==> src/rtl/sad_scheduler.sv <==
// Frame sequencer for the sad disparity engine: fetches each kernel column,
// hands it to sad when idle, and writes the returned depth to the depth buffer.
module sad_scheduler #(
    parameter int H_ACTIVE     = 320,
    parameter int V_ACTIVE     = 240,
    parameter int KERNEL_WIDTH = 3,
    parameter int WARMUP       = 12,
    parameter int TIMEOUT      = 64
) (
    input  logic                          clk_in,
    input  logic                          rst_in,
    input  logic                          start_in,
    output logic                          rd_req_out,
    output logic [9:0]                    rd_h_out,
    output logic [8:0]                    rd_v_out,
    input  logic                          rd_valid_in,
    input  logic [KERNEL_WIDTH-1:0][7:0]  left_col_in,
    input  logic [KERNEL_WIDTH-1:0][7:0]  right_col_in,
    output logic [KERNEL_WIDTH-1:0][7:0]  sad_left_out,
    output logic [KERNEL_WIDTH-1:0][7:0]  sad_right_out,
    output logic [10:0]                   sad_hcount_out,
    output logic [9:0]                    sad_vcount_out,
    output logic                          sad_valid_out,
    input  logic                          sad_busy_in,
    input  logic                          sad_valid_in,
    input  logic [7:0]                    sad_depth_in,
    output logic                          wr_en_out,
    output logic [16:0]                   wr_addr_out,
    output logic [7:0]                    wr_data_out,
    output logic                          busy_out,
    output logic                          frame_done_out,
    output logic                          timeout_out
);

    typedef enum logic [2:0] {
        S_IDLE,
        S_FETCH,
        S_ISSUE,
        S_WAIT,
        S_WRITE,
        S_DONE
    } state_t;

    localparam int              TW       = $clog2(TIMEOUT + 1);
    localparam logic [9:0]      H_LAST   = 10'(H_ACTIVE - 1);
    localparam logic [8:0]      V_LAST   = 9'(V_ACTIVE - KERNEL_WIDTH);
    localparam logic [9:0]      WARMUP_H = 10'(WARMUP);
    localparam logic [TW-1:0]   T_LAST   = TW'(TIMEOUT - 1);

    state_t                        state, state_next;
    logic [9:0]                    h;
    logic [8:0]                    v;
    logic [TW-1:0]                 tcnt;
    logic [KERNEL_WIDTH-1:0][7:0]  left_q, right_q;
    logic                          timed_out;
    logic                          last_col;

    always_comb begin
        state_next = state;
        timed_out  = 1'b0;
        last_col   = (h == H_LAST) && (v == V_LAST);
        case (state)
            S_IDLE:  if (start_in) state_next = S_FETCH;
            S_FETCH: if (rd_valid_in) state_next = S_ISSUE;
            S_ISSUE: if (!sad_busy_in) state_next = S_WAIT;
            S_WAIT: begin
                if (sad_valid_in) begin
                    state_next = S_WRITE;
                end else if (tcnt == T_LAST) begin
                    timed_out  = 1'b1;
                    state_next = S_WRITE;
                end
            end
            S_WRITE: state_next = last_col ? S_DONE : S_FETCH;
            S_DONE:  state_next = S_IDLE;
            default: state_next = S_IDLE;
        endcase
    end

    // Strobes are registered on the transition edge so they land in the first cycle of the new state.
    always_ff @(posedge clk_in) begin
        if (rst_in) begin
            state          <= S_IDLE;
            h              <= '0;
            v              <= '0;
            tcnt           <= '0;
            left_q         <= '0;
            right_q        <= '0;
            rd_req_out     <= 1'b0;
            sad_left_out   <= '0;
            sad_right_out  <= '0;
            sad_hcount_out <= '0;
            sad_vcount_out <= '0;
            sad_valid_out  <= 1'b0;
            wr_en_out      <= 1'b0;
            wr_addr_out    <= '0;
            wr_data_out    <= '0;
            frame_done_out <= 1'b0;
            timeout_out    <= 1'b0;
        end else begin
            state          <= state_next;
            rd_req_out     <= (state_next == S_FETCH) && (state != S_FETCH);
            sad_valid_out  <= (state == S_ISSUE) && (state_next == S_WAIT);
            wr_en_out      <= (state == S_WAIT) && (state_next == S_WRITE);
            frame_done_out <= (state == S_WRITE) && (state_next == S_DONE);

            case (state)
                S_IDLE: begin
                    if (start_in) begin
                        h           <= '0;
                        v           <= '0;
                        timeout_out <= 1'b0;
                    end
                end
                S_FETCH: begin
                    if (rd_valid_in) begin
                        left_q  <= left_col_in;
                        right_q <= right_col_in;
                    end
                end
                S_ISSUE: begin
                    if (!sad_busy_in) begin
                        sad_left_out   <= left_q;
                        sad_right_out  <= right_q;
                        sad_hcount_out <= 11'(h);
                        sad_vcount_out <= 10'(v);
                        tcnt           <= '0;
                    end
                end
                S_WAIT: begin
                    tcnt <= tcnt + 1'b1;
                    if (state_next == S_WRITE) begin
                        wr_addr_out <= 17'(v) * 17'(H_ACTIVE) + 17'(h);
                        // Warmup columns are still fed to sad but their result is discarded.
                        if (h < WARMUP_H || timed_out) begin
                            wr_data_out <= '0;
                        end else begin
                            wr_data_out <= sad_depth_in;
                        end
                        if (timed_out) timeout_out <= 1'b1;
                    end
                end
                S_WRITE: begin
                    if (h == H_LAST) begin
                        h <= '0;
                        v <= v + 1'b1;
                    end else begin
                        h <= h + 1'b1;
                    end
                end
                default: ;
            endcase
        end
    end

    always_comb begin
        busy_out = (state != S_IDLE);
        rd_h_out = h;
        rd_v_out = v;
    end

endmodule

==> config.mk <==
export PLATFORM = sky130hd
export DESIGN_NAME = sad_scheduler
export DESIGN_NICKNAME = d
export VERILOG_FILES = /design/src/rtl/sad_scheduler.sv
export SDC_FILE = /design/constraint.sdc
export NUM_CORES = 1
export LEC_CHECK = 0
export ABC_AREA = 1
export BUFFER_PORTS_ARGS = -buffer_cell sky130_fd_sc_hd__buf_2
export CORE_MARGIN = 1.5
export CORE_UTILIZATION = 48
export CTS_CLUSTER_SIZE = 8
export DETAILED_ROUTE_END_ITERATION = 12
export GPL_ROUTABILITY_DRIVEN = 0
export PLACE_DENSITY = 0.75
export SETUP_SLACK_MARGIN = 0.2
export SYNTH_ARGS = -nofsm -noshare
export SYNTH_HDL_FRONTEND = slang
export SYNTH_SLANG_ARGS = --single-unit
==> constraint.sdc <==
create_clock -name clk_in -period 2.1 [get_ports clk_in]
set_input_delay 0.105 -clock clk_in [delete_from_list [all_inputs] [get_ports clk_in]]
set_output_delay 0.105 -clock clk_in [all_outputs]
set_load 0.01 [all_outputs]
==> out/results.txt, run 1 <==
Status -> finished with violations
Failing checks -> setup timing
R2r worst-path depth -> 10
Clock transition at the registers of the reported paths -> 0.06 ns
Reg-to-reg critical path endpoint -> wr_addr_out[14]
Core Region -> 14700 um2
Top-count cell post-synth -> dfxtp_1
Final setup viols -> 4
Fmax achieved -> 0.467 GHz
Final min period -> 2.14 ns
Non-Filler Instances -> 1413
Pwr Density -> 707 nW/um2
Slew headroom -> 0.430
CTS root buf -> clkbuf_16
Num rows -> 44
CTS tree -> yes
Hold Crit Class -> primary input to register
Worst Setup Start Kind -> register
Die area -> 16000 um2
Vias in the first global route -> 6956
Number of vias per cell -> 5.23
Hold path start -> sad_valid_in
Drt total wl -> 20600 um
Die Wd -> 126 um
I/O Buffers -> 178
Most used DFF post-synth -> dfxtp_1
# fillers -> 1216
Slew @ Worst Pin -> 0.855 ns
Post-Synthesis Cells -> 963
Finished Core Util -> 0.679
Sequential element share of the synthesized area -> 0.476
DRT Pass-1 Iters -> 5
Share of layout cells above drive strength 1 -> 0.262
Starting DRC count in detailed routing -> 537
Reg-to-reg slack, setup -> -0.04 ns
Die H -> 126 um
Initial antenna violation count -> 1
Netlist Area Pre-Place -> 7310 um2
Post-DP HPWL -> 12700 um
# IOs -> 181
RSZ-0062 raised after global routing -> true
Fin nets -> 1302
Worst-path fanout max -> 3
GRT Overall Usage -> 0.253
H-tree depth -> 4
Top cell type's share of synthesized area -> 0.476
Largest cells by area after synthesis -> dfxtp_1 48%, nand2_1 8.5%, a21oi_1 7.4%
Crit path DAT -> 2.46 ns
Max IR drop VDD -> 614 uV
Syn-to-layout area delta -> 36.4%
Worst-case clock skew -> 0.00940 ns
Critical Path RT -> 2.42 ns
Hold EP -> timeout_out
Final Hold Fails -> 0
Placed instance count -> 1310
Yosys top cell by area -> dfxtp_1
Most frequent cells after synthesis -> 174 x dfxtp_1, 165 x nand2_1, 123 x nor2_1
CTS buffer count -> 17
Async SR Flop Fraction -> 0
Share of the clock period used by the worst path -> 1.02
Routed Antenna Nets -> 0
WL/cell -> 14.6 um
DRC -> 0
Clk_lat worst skew -> 0.43 ns
Final Max Slew Viols -> 0
Starting Density -> 0.497
Leakage Power -> 0.00465 uW
Crit path capture type -> register
Post-synthesis sequential element count -> 174
Routed vias -> 7396
WHS Path Cells -> 4
TritonCTS Sinks -> 174
Maximum clock insertion buffer count -> 2
Max cap viols -> 0
Reg-to-reg startpoint -> rd_v_out[1]
Crit Path Class -> register to register
Yosys synthesis warning count -> 0
Number of flops mapped to enable cells by yosys -> 0
Syn avg cell area -> 7.59 um2
GRT overflow -> 0
Global-route wire length before repair -> 32900 um
Distinct cells, synth -> 39
Setup ws final -> -0.0418 ns
Pin count of the biggest net entering global routing -> 74
cell type report:
cell class	instances	area [um2]	area share
Sequential cell	174	3500	0.351
Multi-Input combinational cell	656	3490	0.350
Timing Repair Buffer	286	1910	0.191
Clock buffer	19	433	0.0434
Inverter	80	304	0.0305
Tap cell	184	230	0.0231
Clock inverter	12	91.3	0.00916
Timing Repair inverter	1	7.51	0.000753
Antenna cell	1	2.50	0.000251
stage by stage:
step                hold slack (ns)  power [uW]  setup TNS [ns]  worst slack [ns]  instance area [um2]
finish                       0.0451        7050          -0.159           -0.0418                 9970
global route                 0.0439        7350          -0.823            -0.188                 9970
CTS                          0.0403        7060         -0.0563           -0.0254                 9680
detailed placement            0.346        4180          -0.368            -0.104                 8540
global placement              0.340        4170         -0.0794           -0.0562                 8540
floorplan                     0.239        3920         -0.0667           -0.0397                 7370
worst max path at each step:
| stage | from | endpoint | slack (ns) | cells past startpoint |
|---|---|---|---|---|
| after CTS | rd_v_out[3] | wr_addr_out[16] | -0.03 | 12 |
| final | rd_v_out[1] | wr_addr_out[14] | -0.04 | 10 |
| after floorplan | rd_v_out[3] | wr_addr_out[16] | -0.04 | 12 |
| after global placement | rd_v_out[3] | wr_addr_out[16] | -0.06 | 12 |
| after detailed placement | rd_v_out[3] | wr_addr_out[13] | -0.10 | 12 |
| after global routing | rd_v_out[1] | wr_addr_out[14] | -0.19 | 10 |
report_power, final:
part	internal, uW	switching, uW
combinational	310	428
clock	1510	1310
sequential	3420	64.1
total	5240	1810
registers in the layout (all words and copies together) (netlist names), 3 cells and up:
register and cells:
left_q 24, right_q 24, sad_left_out 24, sad_right_out 24
wr_addr_out 17, rd_h_out 10, sad_hcount_out 10, rd_v_out 9
sad_vcount_out 9, wr_data_out 8, tcnt 7, state 3
critical path, cell delays in order, from the launching register on:
cell	delay (ns)
dfxtp_4	0.35
ha_4	0.24
ha_4	0.16
fa_2	0.59
nand3_4	0.09
nor2_2	0.10
nand3_2	0.12
o21ai_1	0.15
nand3_1	0.09
o211ai_1	0.09
inv_1	0.05
placed cells by master, fill, tap and decap left out, types with 5 or more instances in the layout:
| master | count |
|---|---|
| a21oi_1 | 106 |
| a22oi_1 | 5 |
| buf_2 | 178 |
| buf_4 | 45 |
| clkbuf_16 | 18 |
| clkinvlp_4 | 6 |
| dfxtp_1 | 164 |
| dfxtp_2 | 7 |
| dlygate4sd3_1 | 56 |
| ha_1 | 12 |
| ha_4 | 8 |
| inv_1 | 72 |
| inv_2 | 7 |
| nand2_1 | 158 |
| nand2_2 | 6 |
| nand3_1 | 78 |
| nand4_1 | 12 |
| nor2_1 | 117 |
| nor2_2 | 5 |
| o21ai_0 | 88 |
| o21ai_1 | 6 |
| xor2_1 | 7 |
kinds of logic (layout without fill, tap and decap cells):
logic type,count (synthesis),in the layout,share of synthesized area
and+or+nand+nor,399,399,0.231
AOI/OAI and AO/OA,222,222,0.161
DFF,174,174,0.476
buffers and inverters,134,398,0.0770
adders and majority gates,24,24,0.0431
xor gates and xnor gates,9,9,0.0108
other,1,3,0.000513
routing by layer:
layer,vias up,GRT usage,part of all wire
met1,3406,0.316,0.42
met5,-,0,0
met4,0,0.0872,0.014
met2,279,0.422,0.48
li1,3681,-,-
met3,30,0.0687,0.078
repair_timing:
| item | CTS | global route |
|---|---|---|
| buffers inserted | 1 | 12 |
| endpoints found under the setup margin | 8 | 41 |
| hold endpoints to repair | 56 | 0 |
| gates resized for setup | 6 | 48 |
| gates cloned | 0 | 2 |
| hold buffers | 56 | 0 |
| pin swaps | 2 | 13 |
Note: power is estimated with default switching activity, not from simulation.
==> run 2: changes to the inputs <==
==> constraint.sdc (replaced) <==
create_clock -name clk_in -period 2.1 [get_ports clk_in]
set_input_delay 0.42 -clock clk_in [delete_from_list [all_inputs] [get_ports clk_in]]
set_output_delay 0.42 -clock clk_in [all_outputs]
set_load 0.01 [all_outputs]
==> run 2 against run 1 <==
Compared with the run above:
- total power grew 1.2%
- clock power grew 6%
- register-to-register slack lost 0.11 ns
- global-route usage shrank 1.2 points
- the flow still finishes with violations (setup timing)
- hold slack gained 0.18 ns
- maximum frequency shrank 4.7%
- sequential cell count is the same
- clock-buffer cell count shrank 1
- largest power group unchanged
- highest routed layer unchanged
==> out/results.txt, run 2 (synthesis results as in run 1) <==
Status -> finished with violations
Failing checks -> setup timing
Num rows -> 44 (unchanged)
# IOs -> 181 (unchanged)
Routed Antenna Nets -> 0 (unchanged)
Max cap viols -> 0 (unchanged)
Slowest CP cell -> fa_2
Slew @ Worst Pin -> 0.852 ns (-0.00227 ns)
Final Hold Fails -> 0 (unchanged)
Met1 Resource Use GR -> 0.303 (-0.0132)
Final min period -> 2.25 ns (+0.107 ns)
Share of the clock period used by the worst path -> 1.07 (+0.0508)
Leakage Power -> 0.00439 uW (-5.6%)
Crit path capture type -> register
Syn-to-layout area delta -> 28.5%
Register Area -> 3500 um2 (unchanged)
Post-DP HPWL -> 12800 um (+0.59%)
Core Region -> 14700 um2 (unchanged)
Crit path buf inv count -> 1 (unchanged)
Post-CTS Hold Buffers -> 0 (-100%)
Critical Path RT -> 2.41 ns (about the same)
Worst Setup Start Kind -> register
CP top delay family -> adder cells
Finished Cell Area -> 9390 um2 (-5.8%)
GRT Overall Usage -> 0.240 (-0.0123)
Finished Core Util -> 0.639 (-0.0395)
Starting Density -> 0.497 (unchanged)
Met2 Track Usage GR -> 0.395 (-0.0270)
CP Cell Sequence -> ha_4, ha_4, fa_2, nand2_2, or2_4, nand3_2, xor2_1, nand2_1, o211ai_1, inv_1
Die H -> 126 um (unchanged)
Global-route wire length before repair -> 31200 um (-5.3%)
Initial antenna violation count -> 2 (+1)
DRC -> 0 (unchanged)
I/O Buffers -> 178 (unchanged)
Met3 usage -> 0.0768 (+0.00801)
CTS buffer count -> 17 (unchanged)
Final setup viols -> 2 (-2)
Starting DRC count in detailed routing -> 401 (-25%)
Reg-to-reg slack, setup -> -0.15 ns (-0.11 ns)
Placed instance count -> 1309 (-0.076%)
Clk_lat worst skew -> 0.43 ns (about the same)
RSZ-0062 raised after global routing -> true
Share of layout cells above drive strength 1 -> 0.272 (+0.0101)
Routed vias -> 7084 (-4.2%)
TritonCTS Sinks -> 174 (unchanged)
Vias in the first global route -> 6480 (-6.8%)
Drt total wl -> 19500 um (-5.3%)
Fin nets -> 1237 (-5.0%)
Clock transition at the registers of the reported paths -> 0.07 ns (about the same)
Non-Filler Instances -> 1348 (-4.6%)
Setup ws final -> -0.149 ns (-0.107 ns)
Commonest non-fill, non-tap cell in the layout -> buf_2
WL/cell -> 14.5 um (-0.71%)
Maximum clock insertion buffer count -> 2 (unchanged)
Fmax achieved -> 0.445 GHz (-4.7%)
Final Max Slew Viols -> 0 (unchanged)
Critical Path Max Stage Delay -> 0.58 ns (about the same)
DRT Pass-1 Iters -> 5 (unchanged)
Pin count of the biggest net entering global routing -> 74 (unchanged)
CTS tree -> yes
GRT busiest layer -> met2
H-tree depth -> 4 (unchanged)
Pwr Density -> 760 nW/um2 (+7.5%)
Hold Crit Class -> primary input to register
Cell Area, Placed -> 8540 um2 (about the same)
# diodes -> 0 (-1)
Die area -> 16000 um2 (unchanged)
Slew headroom -> 0.432 (+0.00151)
CTS root buf -> clkbuf_16
Multi-input gate area -> 3510 um2 (+0.50%)
# fillers -> 1313 (+8.0%)
Cell mode on critical path -> ha_4
Die Wd -> 126 um (unchanged)
Crit path DAT -> 2.56 ns (+0.10 ns)
Number of vias per cell -> 5.26 (+0.40%)
Commonest cells after routing, fill and taps aside -> 178 x buf_2, 164 x dfxtp_1, 155 x nand2_1, 116 x nor2_1, 106 x a21oi_1
Max IR drop VDD -> 614 uV (about the same)
Worst-case clock skew -> 0.0104 ns (+0.00102 ns)
Crit Path Class -> register to register
GRT overflow -> 0 (unchanged)
Worst-path fanout max -> 3 (unchanged)
[run 2: path summary, 6_finish.rpt]
path / startpoint / end / cells after the start
max: rd_v_out[1] / wr_addr_out[11] / 10
min: sad_depth_in[6] / wr_data_out[6] / 3
max reg2reg: rd_v_out[1] / wr_addr_out[11] / 10
min reg2reg: right_q[15] / right_q[15] / 2
[run 2: through the flow]
stage	hold slack [ns]	setup WS, ns	total power (uW)	setup TNS (ns)
after CTS	0.209	-0.0358	7140	-0.0717
after detailed placement	0.442	-0.0665	4170	-0.201
after floorplan	0.430	-0.0397	3920	-0.0667
final	0.223	-0.149	7140	-0.177
after global routing	0.221	-0.202	7420	-0.721
after global placement	0.437	-0.0575	4160	-0.0575
[run 2: layout make-up]
cell class                 instances  share of cell area
clock inverter                    14              0.0135
clock buffer                      18              0.0457
sequential                       174               0.373
inverter                          80              0.0320
timing repair buffer             222               0.138
tap                              184              0.0245
multi-input combinational        656               0.374
[run 2: worst min-delay path, cell delays in order]
cell and delay (ns):
buf_2 0.08, nand3_1 0.06, nand2_1 0.05
[run 2: power breakdown]
group	switching (uW)	internal, uW	total (uW)	leakage, uW
combinational	410	253	663	0.00271
clock	1430	1560	2990	0.000264
sequential	63.8	3420	3480	0.00141
total	1900	5230	7140	0.00439
[run 2: layer usage]
metal | vias up | part of all wire
met2 | 264 | 0.47
li1 | 3543 | -
met1 | 3242 | 0.43
met4 | 0 | 0.021
met5 | - | 0
met3 | 35 | 0.086
[run 2: repair_timing]
action | CTS | global route
setup buffers | 0 | 6
endpoints found under the setup margin | 10 | 39
pin swaps | 8 | 9
gates resized for setup | 13 | 41
cloned | 0 | 1
==> run 3: changes to the inputs <==
--- a/config.mk
+++ b/config.mk
@@ -7,12 +7,14 @@
 export LEC_CHECK = 0
 export ABC_AREA = 1
 export BUFFER_PORTS_ARGS = -buffer_cell sky130_fd_sc_hd__buf_2
+export CAP_MARGIN = 20
 export CORE_MARGIN = 1.5
 export CORE_UTILIZATION = 48
 export CTS_CLUSTER_SIZE = 8
 export DETAILED_ROUTE_END_ITERATION = 12
 export GPL_ROUTABILITY_DRIVEN = 0
 export PLACE_DENSITY = 0.75
+export RECOVER_POWER = 25
 export SETUP_SLACK_MARGIN = 0.2
 export SYNTH_ARGS = -nofsm -noshare
 export SYNTH_HDL_FRONTEND = slang
==> run 3 against run 2 <==
Compared with the run above:
- the flow still finishes with violations (setup timing)
- via count fell by 0.13%
- hold slack improved by 0.0017 ns
- routed wire length rose by 0.17%
- worst setup slack got worse by 0.0073 ns
- sequential share of layout area rose by 0.21 points
- non-clock buffer count did not move
- first-iteration DRC count fell by 4.5%
- utilization fell by 0.36 points
- sequential cell count did not move
- die area did not move
==> out/results.txt, run 3 (synthesis results as in run 1) <==
Multi-input gate area -> 3510 um2 (unchanged)
Post-DP HPWL -> 12800 um (unchanged)
Core Region -> 14700 um2 (unchanged)
Final TNS setup -> -0.187 ns (-0.0103 ns)
Die area -> 16000 um2 (unchanged)
Number of vias per cell -> 5.25 (-0.13%)
Final Max Slew Viols -> 0 (unchanged)
Die Wd -> 126 um (unchanged)
# IOs -> 181 (unchanged)
Syn-to-layout area delta -> 27.8%
Worst Setup Start Kind -> register
Starting DRC count in detailed routing -> 383 (-4.5%)
RSZ-0062 raised after global routing -> true
Critical Path RT -> 2.41 ns (about the same)
Max IR drop VDD -> 612 uV (-0.37%)
Hold Crit Class -> primary input to register
Die H -> 126 um (unchanged)
Starting Density -> 0.497 (unchanged)
DRC -> 0 (unchanged)
Final setup viols -> 2 (unchanged)
WL/cell -> 14.5 um (+0.17%)
H-tree depth -> 4 (unchanged)
Commonest cells after routing, fill and taps aside -> 164 x dfxtp_1, 155 x nand2_1, 136 x buf_2, 116 x nor2_1, 106 x a21oi_1
Commonest non-fill, non-tap cell in the layout -> dfxtp_1
GRT Overall Usage -> 0.240 (unchanged)
Max cap viols -> 0 (unchanged)
Slew headroom -> 0.424 (-0.00775)
Leakage Power -> 0.00421 uW (-4.2%)
Vias in the first global route -> 6480 (unchanged)
CTS tree -> yes
CTS buffer count -> 17 (unchanged)
Share of the clock period used by the worst path -> 1.07 (+0.00348)
Share of layout cells above drive strength 1 -> 0.236 (-0.0361)
Clock transition at the registers of the reported paths -> 0.07 ns (about the same)
Fmax achieved -> 0.443 GHz (-0.32%)
Slew @ Worst Pin -> 0.864 ns (+0.0116 ns)
Crit Path Class -> register to register
Worst-path fanout max -> 3 (unchanged)
Failing checks -> setup timing
TritonCTS Sinks -> 174 (unchanged)
Hold slack -> 0.224 ns (+0.00172 ns)
Fin nets -> 1237 (unchanged)
Status -> finished with violations
Routed vias -> 7075 (-0.13%)
Register Area -> 3500 um2 (unchanged)
Drt total wl -> 19600 um (+0.17%)
Final min period -> 2.26 ns (+0.00730 ns)
Initial antenna violation count -> 2 (unchanged)
CTS root buf -> clkbuf_16
Maximum clock insertion buffer count -> 2 (unchanged)
Final Hold Fails -> 0 (unchanged)
Setup ws final -> -0.156 ns (-0.00730 ns)
Num rows -> 44 (unchanged)
GRT overflow -> 0 (unchanged)
Pin count of the biggest net entering global routing -> 74 (unchanged)
# fillers -> 1340 (+2.1%)
Clk_lat worst skew -> 0.43 ns (about the same)
Global-route wire length before repair -> 31200 um (unchanged)
I/O Buffers -> 178 (unchanged)
Crit path capture type -> register
DRT Pass-1 Iters -> 6 (+1)
# diodes -> 0 (unchanged)
Crit path DAT -> 2.57 ns (about the same)
Pwr Density -> 763 nW/um2 (+0.42%)
Routed Antenna Nets -> 0 (unchanged)
Worst-case clock skew -> 0.0109 ns (+0.000471 ns)
run 3: changes by cell type in the layout (fill, tap and decap cells not counted), sizes merged:
cell and change:
buf -42, clkbuf +42
run 3: metrics by stage:
stage / power, uW / setup WS (ns) / instance area (um2) / std cells / util
6_report: 7120 / -0.156 / 9340 / 1348 / 0.636
5_1_grt: 7410 / -0.202 / 9340 / 1348 / 0.636
4_1_cts: 7140 / -0.0358 / 9180 / 1341 / 0.624
3_5_place_dp: 4170 / -0.0665 / 8540 / 1309 / 0.581
3_3_place_gp: 4160 / -0.0575 / 8540 / 1309 / 0.581
2_1_floorplan: 3920 / -0.0397 / 7370 / 964 / -
run 3: what timing repair did:
action                                  in CTS  in global routing
gates resized for setup                     13                 41
endpoints found under the setup margin      10                 39
pin swaps                                    8                  9
hold buffers                                 0                  0
buffers inserted                             0                  6
cloned                                       0                  1
run 3: per-layer routing:
layer  GRT usage  vias to the layer above  routed length [um]
met5           0                        -                   0
li1            -                     3546                   -
met2       0.395                      255                9080
met3      0.0768                       33                1620
met1       0.303                     3241                8450
met4      0.0723                        0                 413
run 3: path summary, 6_finish.rpt:
path,from,end,depth (start not counted),slack [ns]
worst min-delay path,sad_depth_in[6],wr_data_out[6],3,0.22
worst max register to register,rd_v_out[1],wr_addr_out[11],10,-0.16
worst min register to register,right_q[15],right_q[15],2,0.45
worst max-delay path,rd_v_out[1],wr_addr_out[11],10,-0.16
run 3: critical path: stages, from the launching register on:
cell and delay (ns):
dfxtp_4 0.35, ha_4 0.24, ha_4 0.16, fa_2 0.58, nand2_2 0.09, or2_4 0.23, nand3_2 0.06, xor2_1 0.16
nand2_1 0.12, o211ai_1 0.11, inv_1 0.06
run 3: final cells by class:
cell class                 count  share of cell area
multi-input combinational    656               0.376
tap                          184              0.0246
clock inverter                14              0.0135
sequential                   174               0.375
clock buffer                  18              0.0459
inverter                      80              0.0321
timing repair buffer         222               0.133
run 3: power by group:
part | switching [uW] | leakage [uW] | internal, uW | total [uW]
Combinational | 411 | 0.00253 | 246 | 657
Clock | 1420 | 0.000264 | 1560 | 2990
Sequential | 64.2 | 0.00141 | 3420 | 3480
